**src/rtl/stitch_fpu_wb_if.sv**
```systemverilog
// Stream bundle between the FPU wrapper, the LSU, the FP register file, the
// integer core and the fflags CSR on one side, and the FPU writeback stage on the other.
interface stitch_fpu_wb_if #(
  parameter int FLEN = 64
);
  logic [FLEN-1:0] fpu_result_i;
  logic [4:0]      fpu_status_i;
  logic [6:0]      fpu_tag_i;
  logic            fpu_valid_i;
  logic            fpu_ready_o;
  logic [4:0]      lsu_rd_i;
  logic [FLEN-1:0] lsu_data_i;
  logic            lsu_valid_i;
  logic            lsu_ready_o;
  logic            fpr_we_o;
  logic [4:0]      fpr_waddr_o;
  logic [FLEN-1:0] fpr_wdata_o;
  logic [31:0]     int_rsp_data_o;
  logic [4:0]      int_rsp_rd_o;
  logic            int_rsp_valid_o;
  logic            int_rsp_ready_i;
  logic [4:0]      fflags_o;
  logic            fflags_clear_i;
  logic            busy_o;

  // Handshake rule on every stream: a beat transfers on a rising clock edge
  // where valid and ready are both high; a producer holds valid and its
  // payload stable until that edge.
  modport slave (
    input  fpu_result_i, fpu_status_i, fpu_tag_i, fpu_valid_i,
    output fpu_ready_o,
    input  lsu_rd_i, lsu_data_i, lsu_valid_i,
    output lsu_ready_o,
    output fpr_we_o, fpr_waddr_o, fpr_wdata_o,
    output int_rsp_data_o, int_rsp_rd_o, int_rsp_valid_o,
    input  int_rsp_ready_i,
    output fflags_o,
    input  fflags_clear_i,
    output busy_o
  );

  modport master (
    output fpu_result_i, fpu_status_i, fpu_tag_i, fpu_valid_i,
    input  fpu_ready_o,
    output lsu_rd_i, lsu_data_i, lsu_valid_i,
    input  lsu_ready_o,
    input  fpr_we_o, fpr_waddr_o, fpr_wdata_o,
    input  int_rsp_data_o, int_rsp_rd_o, int_rsp_valid_o,
    output int_rsp_ready_i,
    input  fflags_o,
    output fflags_clear_i,
    input  busy_o
  );
endinterface

```
**src/rtl/stitch_fpu_wb.sv**
```systemverilog
// FPU writeback: shares the FP register-file write port with LSU loads,
// queues integer-destination results, and accumulates sticky fflags.
module stitch_fpu_wb #(
  parameter int FLEN         = 64,
  parameter int IntFifoDepth = 2
) (
  input logic              clk_i,
  input logic              rst_ni,
  stitch_fpu_wb_if.slave   bus
);
  localparam int PW = (IntFifoDepth > 1) ? $clog2(IntFifoDepth) : 1;
  localparam int CW = $clog2(IntFifoDepth + 1);
  localparam logic [PW-1:0] LastPtr = PW'(IntFifoDepth - 1);
  localparam logic [CW-1:0] FullCnt = CW'(IntFifoDepth);

  logic            w_is_discard;
  logic            w_is_int;
  logic            w_is_fp;
  logic            w_fpu_req;
  logic            w_gnt_fpu;
  logic            w_gnt_lsu;
  logic            w_fpu_ready;
  logic            w_fpu_hs;
  logic            w_full;
  logic            w_push;
  logic            w_pop;

  logic            r_last_lsu;
  logic            r_we;
  logic [4:0]      r_waddr;
  logic [FLEN-1:0] r_wdata;
  logic [4:0]      r_fflags;
  logic [36:0]     r_mem [IntFifoDepth];
  logic [PW-1:0]   r_wptr;
  logic [PW-1:0]   r_rptr;
  logic [CW-1:0]   r_count;

  function automatic logic [PW-1:0] ptr_inc(input logic [PW-1:0] p);
    return (p == LastPtr) ? '0 : p + 1'b1;
  endfunction

  assign w_is_discard = bus.fpu_tag_i[6];
  assign w_is_int     = !bus.fpu_tag_i[6] && bus.fpu_tag_i[5];
  assign w_is_fp      = (bus.fpu_tag_i[6:5] == 2'b00);
  assign w_fpu_req    = bus.fpu_valid_i && w_is_fp;

  // Round-robin: on contention, the side that did not win last time goes.
  assign w_gnt_fpu = w_fpu_req && (!bus.lsu_valid_i || r_last_lsu);
  assign w_gnt_lsu = bus.lsu_valid_i && (!w_fpu_req || !r_last_lsu);

  assign w_full = (r_count == FullCnt);

  always_comb begin
    w_fpu_ready = 1'b0;
    if (w_is_discard)  w_fpu_ready = 1'b1;
    else if (w_is_int) w_fpu_ready = !w_full;
    else               w_fpu_ready = w_gnt_fpu;
  end

  assign w_fpu_hs = bus.fpu_valid_i && w_fpu_ready;
  assign w_push   = w_fpu_hs && w_is_int;
  assign w_pop    = (r_count != '0) && bus.int_rsp_ready_i;

  always_ff @(posedge clk_i or negedge rst_ni) begin
    if (!rst_ni) begin
      r_last_lsu <= 1'b1;
      r_we       <= 1'b0;
      r_waddr    <= '0;
      r_wdata    <= '0;
    end else begin
      r_we <= w_gnt_fpu || w_gnt_lsu;
      if (w_gnt_fpu) begin
        r_last_lsu <= 1'b0;
        r_waddr    <= bus.fpu_tag_i[4:0];
        r_wdata    <= bus.fpu_result_i;
      end else if (w_gnt_lsu) begin
        r_last_lsu <= 1'b1;
        r_waddr    <= bus.lsu_rd_i;
        r_wdata    <= bus.lsu_data_i;
      end
    end
  end

  // A clear in the same cycle as a handshake drops the old flags but keeps the new status.
  always_ff @(posedge clk_i or negedge rst_ni) begin
    if (!rst_ni) begin
      r_fflags <= '0;
    end else if (w_fpu_hs) begin
      r_fflags <= (bus.fflags_clear_i ? 5'b0 : r_fflags) | bus.fpu_status_i;
    end else if (bus.fflags_clear_i) begin
      r_fflags <= '0;
    end
  end

  always_ff @(posedge clk_i or negedge rst_ni) begin
    if (!rst_ni) begin
      for (int i = 0; i < IntFifoDepth; i++) r_mem[i] <= '0;
      r_wptr  <= '0;
      r_rptr  <= '0;
      r_count <= '0;
    end else begin
      if (w_push) begin
        r_mem[r_wptr] <= {bus.fpu_tag_i[4:0], bus.fpu_result_i[31:0]};
        r_wptr        <= ptr_inc(r_wptr);
      end
      if (w_pop) r_rptr <= ptr_inc(r_rptr);
      case ({w_push, w_pop})
        2'b10:   r_count <= r_count + 1'b1;
        2'b01:   r_count <= r_count - 1'b1;
        default: r_count <= r_count;
      endcase
    end
  end

  assign bus.fpu_ready_o     = w_fpu_ready;
  assign bus.lsu_ready_o     = w_gnt_lsu;
  assign bus.fpr_we_o        = r_we;
  assign bus.fpr_waddr_o     = r_waddr;
  assign bus.fpr_wdata_o     = r_wdata;
  assign bus.int_rsp_valid_o = (r_count != '0);
  assign bus.int_rsp_rd_o    = r_mem[r_rptr][36:32];
  assign bus.int_rsp_data_o  = r_mem[r_rptr][31:0];
  assign bus.fflags_o        = r_fflags;
  assign bus.busy_o          = r_we || (r_count != '0);
endmodule

```
**src/flat_wrapper.sv**
```systemverilog
// flat-port wrapper written by rule: the top's interface ports become plain ports
module stitch_fpu_wb_flat 
#(
  parameter int FLEN         = 64,
  parameter int IntFifoDepth = 2
)
  (clk_i, rst_ni, bus_fpu_result_i, bus_fpu_status_i, bus_fpu_tag_i, bus_fpu_valid_i, bus_fpu_ready_o, bus_lsu_rd_i, bus_lsu_data_i, bus_lsu_valid_i, bus_lsu_ready_o, bus_fpr_we_o, bus_fpr_waddr_o, bus_fpr_wdata_o, bus_int_rsp_data_o, bus_int_rsp_rd_o, bus_int_rsp_valid_o, bus_int_rsp_ready_i, bus_fflags_o, bus_fflags_clear_i, bus_busy_o);
  stitch_fpu_wb_if #(.FLEN(FLEN)) bus_i ();
  input logic clk_i;
  input logic rst_ni;
  input wire logic [$bits(bus_i.fpu_result_i)-1:0] bus_fpu_result_i;
  input wire logic [$bits(bus_i.fpu_status_i)-1:0] bus_fpu_status_i;
  input wire logic [$bits(bus_i.fpu_tag_i)-1:0] bus_fpu_tag_i;
  input wire logic [$bits(bus_i.fpu_valid_i)-1:0] bus_fpu_valid_i;
  output wire logic [$bits(bus_i.fpu_ready_o)-1:0] bus_fpu_ready_o;
  input wire logic [$bits(bus_i.lsu_rd_i)-1:0] bus_lsu_rd_i;
  input wire logic [$bits(bus_i.lsu_data_i)-1:0] bus_lsu_data_i;
  input wire logic [$bits(bus_i.lsu_valid_i)-1:0] bus_lsu_valid_i;
  output wire logic [$bits(bus_i.lsu_ready_o)-1:0] bus_lsu_ready_o;
  output wire logic [$bits(bus_i.fpr_we_o)-1:0] bus_fpr_we_o;
  output wire logic [$bits(bus_i.fpr_waddr_o)-1:0] bus_fpr_waddr_o;
  output wire logic [$bits(bus_i.fpr_wdata_o)-1:0] bus_fpr_wdata_o;
  output wire logic [$bits(bus_i.int_rsp_data_o)-1:0] bus_int_rsp_data_o;
  output wire logic [$bits(bus_i.int_rsp_rd_o)-1:0] bus_int_rsp_rd_o;
  output wire logic [$bits(bus_i.int_rsp_valid_o)-1:0] bus_int_rsp_valid_o;
  input wire logic [$bits(bus_i.int_rsp_ready_i)-1:0] bus_int_rsp_ready_i;
  output wire logic [$bits(bus_i.fflags_o)-1:0] bus_fflags_o;
  input wire logic [$bits(bus_i.fflags_clear_i)-1:0] bus_fflags_clear_i;
  output wire logic [$bits(bus_i.busy_o)-1:0] bus_busy_o;
  assign bus_i.fpu_result_i = bus_fpu_result_i;
  assign bus_i.fpu_status_i = bus_fpu_status_i;
  assign bus_i.fpu_tag_i = bus_fpu_tag_i;
  assign bus_i.fpu_valid_i = bus_fpu_valid_i;
  assign bus_fpu_ready_o = bus_i.fpu_ready_o;
  assign bus_i.lsu_rd_i = bus_lsu_rd_i;
  assign bus_i.lsu_data_i = bus_lsu_data_i;
  assign bus_i.lsu_valid_i = bus_lsu_valid_i;
  assign bus_lsu_ready_o = bus_i.lsu_ready_o;
  assign bus_fpr_we_o = bus_i.fpr_we_o;
  assign bus_fpr_waddr_o = bus_i.fpr_waddr_o;
  assign bus_fpr_wdata_o = bus_i.fpr_wdata_o;
  assign bus_int_rsp_data_o = bus_i.int_rsp_data_o;
  assign bus_int_rsp_rd_o = bus_i.int_rsp_rd_o;
  assign bus_int_rsp_valid_o = bus_i.int_rsp_valid_o;
  assign bus_i.int_rsp_ready_i = bus_int_rsp_ready_i;
  assign bus_fflags_o = bus_i.fflags_o;
  assign bus_i.fflags_clear_i = bus_fflags_clear_i;
  assign bus_busy_o = bus_i.busy_o;
  stitch_fpu_wb #(.FLEN(FLEN), .IntFifoDepth(IntFifoDepth)) u_core (.clk_i(clk_i), .rst_ni(rst_ni), .bus(bus_i));
endmodule
```
**config.mk**
```make
export PLATFORM = sky130hd
export DESIGN_NAME = stitch_fpu_wb_flat
export DESIGN_NICKNAME = d
export VERILOG_FILES = /design/src/rtl/stitch_fpu_wb_if.sv /design/src/rtl/stitch_fpu_wb.sv /design/src/flat_wrapper.sv
export SDC_FILE = /design/constraint.sdc
export NUM_CORES = 1
export LEC_CHECK = 0
export ABC_AREA = 1
export BUFFER_PORTS_ARGS = -buffer_cell sky130_fd_sc_hd__buf_2
export CAP_MARGIN = 10
export CORE_MARGIN = 8
export CORE_UTILIZATION = 53
export CTS_BUF_LIST = sky130_fd_sc_hd__clkbuf_16
export DETAILED_ROUTE_END_ITERATION = 16
export PLACE_DENSITY = 0.85
export SLEW_MARGIN = 20
export SYNTH_ARGS = -nofsm -noshare
export SYNTH_HDL_FRONTEND = slang
export SYNTH_SLANG_ARGS = --single-unit
export TNS_END_PERCENT = 1
```
**constraint.sdc**
```tcl
create_clock -name clk_i -period 4.3 [get_ports clk_i]
set_input_delay 0.43 -clock clk_i [delete_from_list [all_inputs] [get_ports clk_i]]
set_output_delay 0.43 -clock clk_i [all_outputs]
set_load 0.01 [all_outputs]
```
==> results of run 1 <==
cell usage in the layout, fill, tap and decap left out, types with 5 or more instances in the layout:
cell,Yosys,layout
nand2_1,480,480
buf_2,17,265
dfrtp_1,153,153
nand4_1,75,75
nand3_1,71,71
inv_1,16,17
clkbuf_16,0,17
buf_4,0,12
o21ai_0,7,7
bufinv_16,0,5
stage by stage:
step	hold slack, ns	cells	utilization (%)
2_1_floorplan	0.134	879	-
3_3_place_gp	0.458	1273	64.0
3_5_place_dp	0.464	1273	64.0
4_1_cts	0.178	1305	68.9
5_1_grt	0.209	1308	69.0
6_report	0.142	1308	69.0
flip-flops by register name, summed over array words and instances (netlist names):
name,flops
u_core.r_count,2
u_core.r_mem,74
u_core.r_wptr,1
u_core.r_rptr,1
u_core.bus.fpr_wdata_o,64
u_core.bus.fflags_o,5
u_core.bus.fpr_waddr_o,5
u_core.r_last_lsu,1
u_core.bus.fpr_we_o,1
power breakdown:
part / leakage, nW / total, W / switching, W / internal, W
Clock: 0.303 / 0.00161 / 0.000586 / 0.00102
Combinational: 2.85 / 0.00171 / 0.00109 / 0.000617
Sequential: 1.90 / 0.00212 / 0.000235 / 0.00189
worst paths after layout:
kind	startpoint	endpoint	slack [ns]	cells after the start
setup reg to reg	u_core.r_last_lsu$_DFFE_PN1P_	u_core.r_count[1]$_DFFE_PN0P_	1.32	12
hold reg to reg	u_core.bus.fpr_waddr_o[1]$_DFFE_PN0P_	u_core.bus.fpr_waddr_o[1]$_DFFE_PN0P_	0.48	2
min in group clk_i	bus_fpu_status_i[2]	u_core.bus.fflags_o[2]$_DFF_PN0_	0.21	3
hold / removal	rst_ni	u_core.bus.fpr_wdata_o[10]$_DFFE_PN0P_	0.14	1
setup / recovery	u_core.r_last_lsu$_DFFE_PN1P_	u_core.r_count[1]$_DFFE_PN0P_	1.32	12
max in group asynchronous	rst_ni	u_core.r_last_lsu$_DFFE_PN1P_	3.20	2
critical path: cells and delay by family, from the launching register on:
family / cells / cell delay [ns]
flip-flops: 1 / 0.51
AND/OR/NAND/NOR: 5 / 0.82
XOR/XNOR: 1 / 0.16
AO/OA/AOI/OAI: 2 / 0.27
buffers and inverters: 3 / 0.74
adder cells (fa/ha/maj): 1 / 0.33
area by class of cell:
| class | count | area (um^2) |
|---|---|---|
| diodes | 3 | 7.51 |
| clock buffers | 17 | 425 |
| clock inverters | 15 | 206 |
| fillers | 1093 | 4060 |
| inverters | 17 | 63.8 |
| multi-input cells | 648 | 2820 |
| flip-flops and latches | 154 | 3850 |
| well taps | 176 | 220 |
| repair buffers | 278 | 1430 |
metal layers:
metal	part of all wire (%)	track usage, %
met3	8.1	8.42
met5	0	0
met2	50	41.4
met1	40	29.0
met4	2.0	9.96
cells by family (layout without fill, tap and decap cells):
family          after synthesis  in the layout  share of synthesized area, %
fa+ha+maj                     1              1                         0.178
compound gates                8              8                         0.568
flops                       154            154                          54.7
simple gates                636            636                          38.7
other cells                   0              3                             0
buf+inv                      77            327                          5.47
xor+xnor                      3              3                         0.373
==> impl_metrics.toml, run 1 <==
[outcome]
status = "finished clean"

[timing]
clock.fmax_ghz = 0.336
setup_tns_ns = 0
rsz0062_at_grt = "false"
slew-limit-headroom_pct = 36.2
final.min_clock_period_ns = 2.98
hold_viol = 0
post-route-period-util_pct = 69.3
setup_violations = 0
worst_clock_skew_ns = 0.00846
final-max-slew-violation-count = 0
fin_ws_ns = 1.32
worstMarginPinSlew_ns = 0.955

[cts]
numCtsBuffers = 17
ctsHoldBuffers = 0
cts_setup_buffers = 0
worstSkewPairLatency_ns = 0.42
cts-resized-gates = 0
clock-sinks = 154
cts_htree_levels = 4
clkTransAtPathRegs_ns = 0.06
cts.root.buffer_cell = "clkbuf_16"
clk_path_buf_depth = 2
cts_tree = "done"

[floorplan]
die_area_mm2 = 0.0172
initial_core_util_pct = 53.8
core_area_mm2 = 0.0131
die_width_um = 131
die_height_um = 131
rows = 42
io_pins = 267

[setup_path]
critPathLaunchType = "flop"
criticalPathCategory = "flop to flop"
crit_chain = "inv_1 > nand2_1 > inv_1 > nor2_8 > buf_4 > nor2_2 > nor2_8 > nand2_2 > ha_1 > a21oi_1 > o21ai_0 > xor2_1"
crit_arrival_ns = 3.27
cpPeakStageDelay_ns = 0.61
cpMaxStageDelayCell = "buf_4"
cp_max_fo = 71
crit_path_end_kind = "flop"
required_ns = 4.59

[yosys]
synthTopCellsByCount = "480 x nand2_1, 153 x dfrtp_1, 75 x nand4_1, 71 x nand3_1, 25 x clkbuf_1"
yosys_register_bits = 154
syn-num-nets = 1031
netlist_instances = 879
ys_seq_area_share_pct = 54.7
ys.flop_type = "dfrtp_1"
synth_largest_area_cell = "dfrtp_1"
postSynthAreaPerCell_um2 = 8.01
synth_warnings = 0
ys_async_sr_fraction_pct = 100
yosysUniqueCellTypes = 21
yosysTopAreaCellShare_pct = 54.4
synth_most_common_cell = "nand2_1"
synth_area_leaders = "dfrtp_1 54%, nand2_1 26%, nand4_1 6.7%, nand3_1 5.0%, buf_6 1.6%"
synth_edf_count = 0
syn_area_mm2 = 0.00704

[routing]
vias_per_cell = 5.28
wire_per_inst_um = 16.4
drt_wl_total_mm = 21.4
drc = 0
drt_iter0_drc = 586
vias = 6912
firstDrtPassIters = 5
ant_nets = 0

[power]
power_density_mw_per_mm2 = 602
total_power_w = 0.00544
leakage_nw = 5.06
peakVddDrop_mv = 0.264

[global_routing]
antenna_found_initial = 3
grt.total_usage_pct = 24.8
grt_pass1_wl_mm = 35.2
grt_max_degree = 107
grt_remaining_overflow = 0
grt_pass1_vias = 7034

[placed_design]
dp_slack_ns = 1.25
routabilityCongestion = 0.802
port_buffers = 266
dpl-instance-area_mm2 = 0.00838
dp_hpwl_mm = 14.5

[hold_path]
hold_path.class = "input port to asynchronous set/reset pin"

[final_layout]
final_cell_area_mm2 = 0.00903
layout.nets = 1268
layout-drive-gt1-share_pct = 28.2
area_growth_pct = 28.2

[job]
drv_cap = 0
(Power assumes the default switching activity.)
==> run 2, diff against run 1 <==
Settings changed: CORE_UTILIZATION 53 to 45, PLACE_DENSITY 0.85 to 0.77.
Clock period 4.3 ns to 2.5 ns, I/O delays scaled along.
==> impl_metrics.toml, run 2 (synthesis gave the netlist of run 1 again) <==
[floorplan]
die_width_um = 141
core_area_mm2 = 0.0153
die_area_mm2 = 0.0199
initial_core_util_pct = 46.2
die_height_um = 141
io_pins = 267
rows = 45

[routing]
drt_wl_total_mm = 21.7
ant_nets = 0
drt_iter0_drc = 337
wire_per_inst_um = 16.1
drc = 0
vias = 6737
firstDrtPassIters = 5
vias_per_cell = 4.99

[placed_design]
dp_hpwl_mm = 15.5
routabilityCongestion = 0.794
dpl-instance-area_mm2 = 0.00853
port_buffers = 266
dp_slack_ns = 0.409

[setup_path]
required_ns = 2.79
cpPeakStageDelay_ns = 0.59
critPathBufInv = 4
criticalPathCategory = "flop to flop"
crit_chain = "inv_1 > nand2_1 > inv_1 > nor2_8 > buf_4 > nor2_4 > buf_4 > nand2_1 > nand3_1"
r2r_start = "u_core.r_last_lsu$_DFFE_PN1P_"
cpMaxStageDelayCell = "buf_4"
crit_family = "buffers and inverters"
crit_arrival_ns = 2.37
cp_max_fo = 71
critPathLaunchType = "flop"
critical_path.startpoint = "u_core.r_last_lsu$_DFFE_PN1P_"
crit_path_end_kind = "flop"

[cts]
cts_setup_buffers = 0
cts_tree = "done"
cts_htree_levels = 4
clkTransAtPathRegs_ns = 0.06
numCtsBuffers = 17
worstSkewPairLatency_ns = 0.42
clk_path_buf_depth = 2
clock-sinks = 154
cts.root.buffer_cell = "clkbuf_16"

[hold_path]
min_from = "bus_fpu_result_i[61]"
hold_path.class = "input port to flop"

[global_routing]
grt.total_usage_pct = 22.4
grt_pass1_wl_mm = 36.0
grt_remaining_overflow = 0
antenna_found_initial = 0
grt_pass1_vias = 6954
grt_max_degree = 72

[final_layout]
top_register = "u_core.r_mem"
mostFrequentLayoutCells = "480 x nand2_1, 265 x buf_2, 153 x dfrtp_1"
layout-drive-gt1-share_pct = 28.5
diodes = 0
layout.nets = 1280
final_common_cell = "nand2_1"
largest_reg_flops = 74
area_growth_pct = 29.2
final_cell_area_mm2 = 0.00910
n_fill_cell = 1388

[job]
drv_cap = 0

[timing]
holdWs_ns = 0.0458
clock.fmax_ghz = 0.482
rsz0062_at_grt = "false"
final.min_clock_period_ns = 2.08
final-max-slew-violation-count = 0
worst_clock_skew_ns = 0.00910
post-route-period-util_pct = 83.0
setup_tns_ns = 0
fin_ws_ns = 0.424
setup_violations = 0
hold_viol = 0
slew-limit-headroom_pct = 47.6
worstMarginPinSlew_ns = 0.786

[outcome]
status = "finished clean"

[power]
leakage_nw = 5.11
peakVddDrop_mv = 0.498
power_density_mw_per_mm2 = 1000
-- run 2: area by class of cell --
type	instances	area (um^2)	share of cell area, %
clock inverters	13	136	1.50
clock buffers	17	425	4.67
flip-flops and latches	154	3850	42.4
multi-input cells	648	2810	30.9
repair buffers	290	1550	17.0
well taps	211	264	2.90
inverters	17	63.8	0.701
-- run 2: worst paths after layout --
kind / end / slack (ns) / cells past startpoint
min: u_core.bus.fpr_wdata_o[61]$_DFFE_PN0P_ / 0.05 / 3
max in group asynchronous: u_core.r_mem[62]$_DFFE_PN0P_ / 1.40 / 3
min in group asynchronous: u_core.bus.fpr_wdata_o[9]$_DFFE_PN0P_ / 0.39 / 2
min reg2reg: u_core.bus.fpr_waddr_o[2]$_DFFE_PN0P_ / 0.47 / 2
max: u_core.bus.fpr_wdata_o[2]$_DFFE_PN0P_ / 0.42 / 9
max reg2reg: u_core.bus.fpr_wdata_o[2]$_DFFE_PN0P_ / 0.42 / 9
-- run 2: per-layer routing --
metal	track usage (%)	up-vias	wire [um]
met3	6.95	18	1700
met5	0	-	0
met4	5.54	0	219
met2	38.5	263	11000
li1	-	3319	-
met1	26.8	3137	8760
-- run 2: through the flow --
stage | utilization, % | total power (W) | instances
after floorplan | - | 0.00539 | 879
after global placement | 55.9 | 0.00662 | 1319
after detailed placement | 55.9 | 0.00668 | 1319
after CTS | 59.6 | 0.00921 | 1350
after global routing | 59.6 | 0.00975 | 1350
final | 59.6 | 0.00912 | 1350
-- run 2: what timing repair did --
action	CTS	global route
hold buffers	1	0
hold endpoints to repair	57	0
resized for setup	0	0
-- run 2: tightest hold or removal path, delay by kind of cell --
kind | cells | cell delay [ns]
and+or+nand+nor | 2 | 0.10
buffers and inverters | 1 | 0.07
-- run 2: power breakdown --
group | internal [W] | leakage [nW] | switching [W]
Combinational | 0.00111 | 2.92 | 0.00188
Sequential | 0.00324 | 1.90 | 0.000404
Clock | 0.00153 | 0.281 | 0.000955
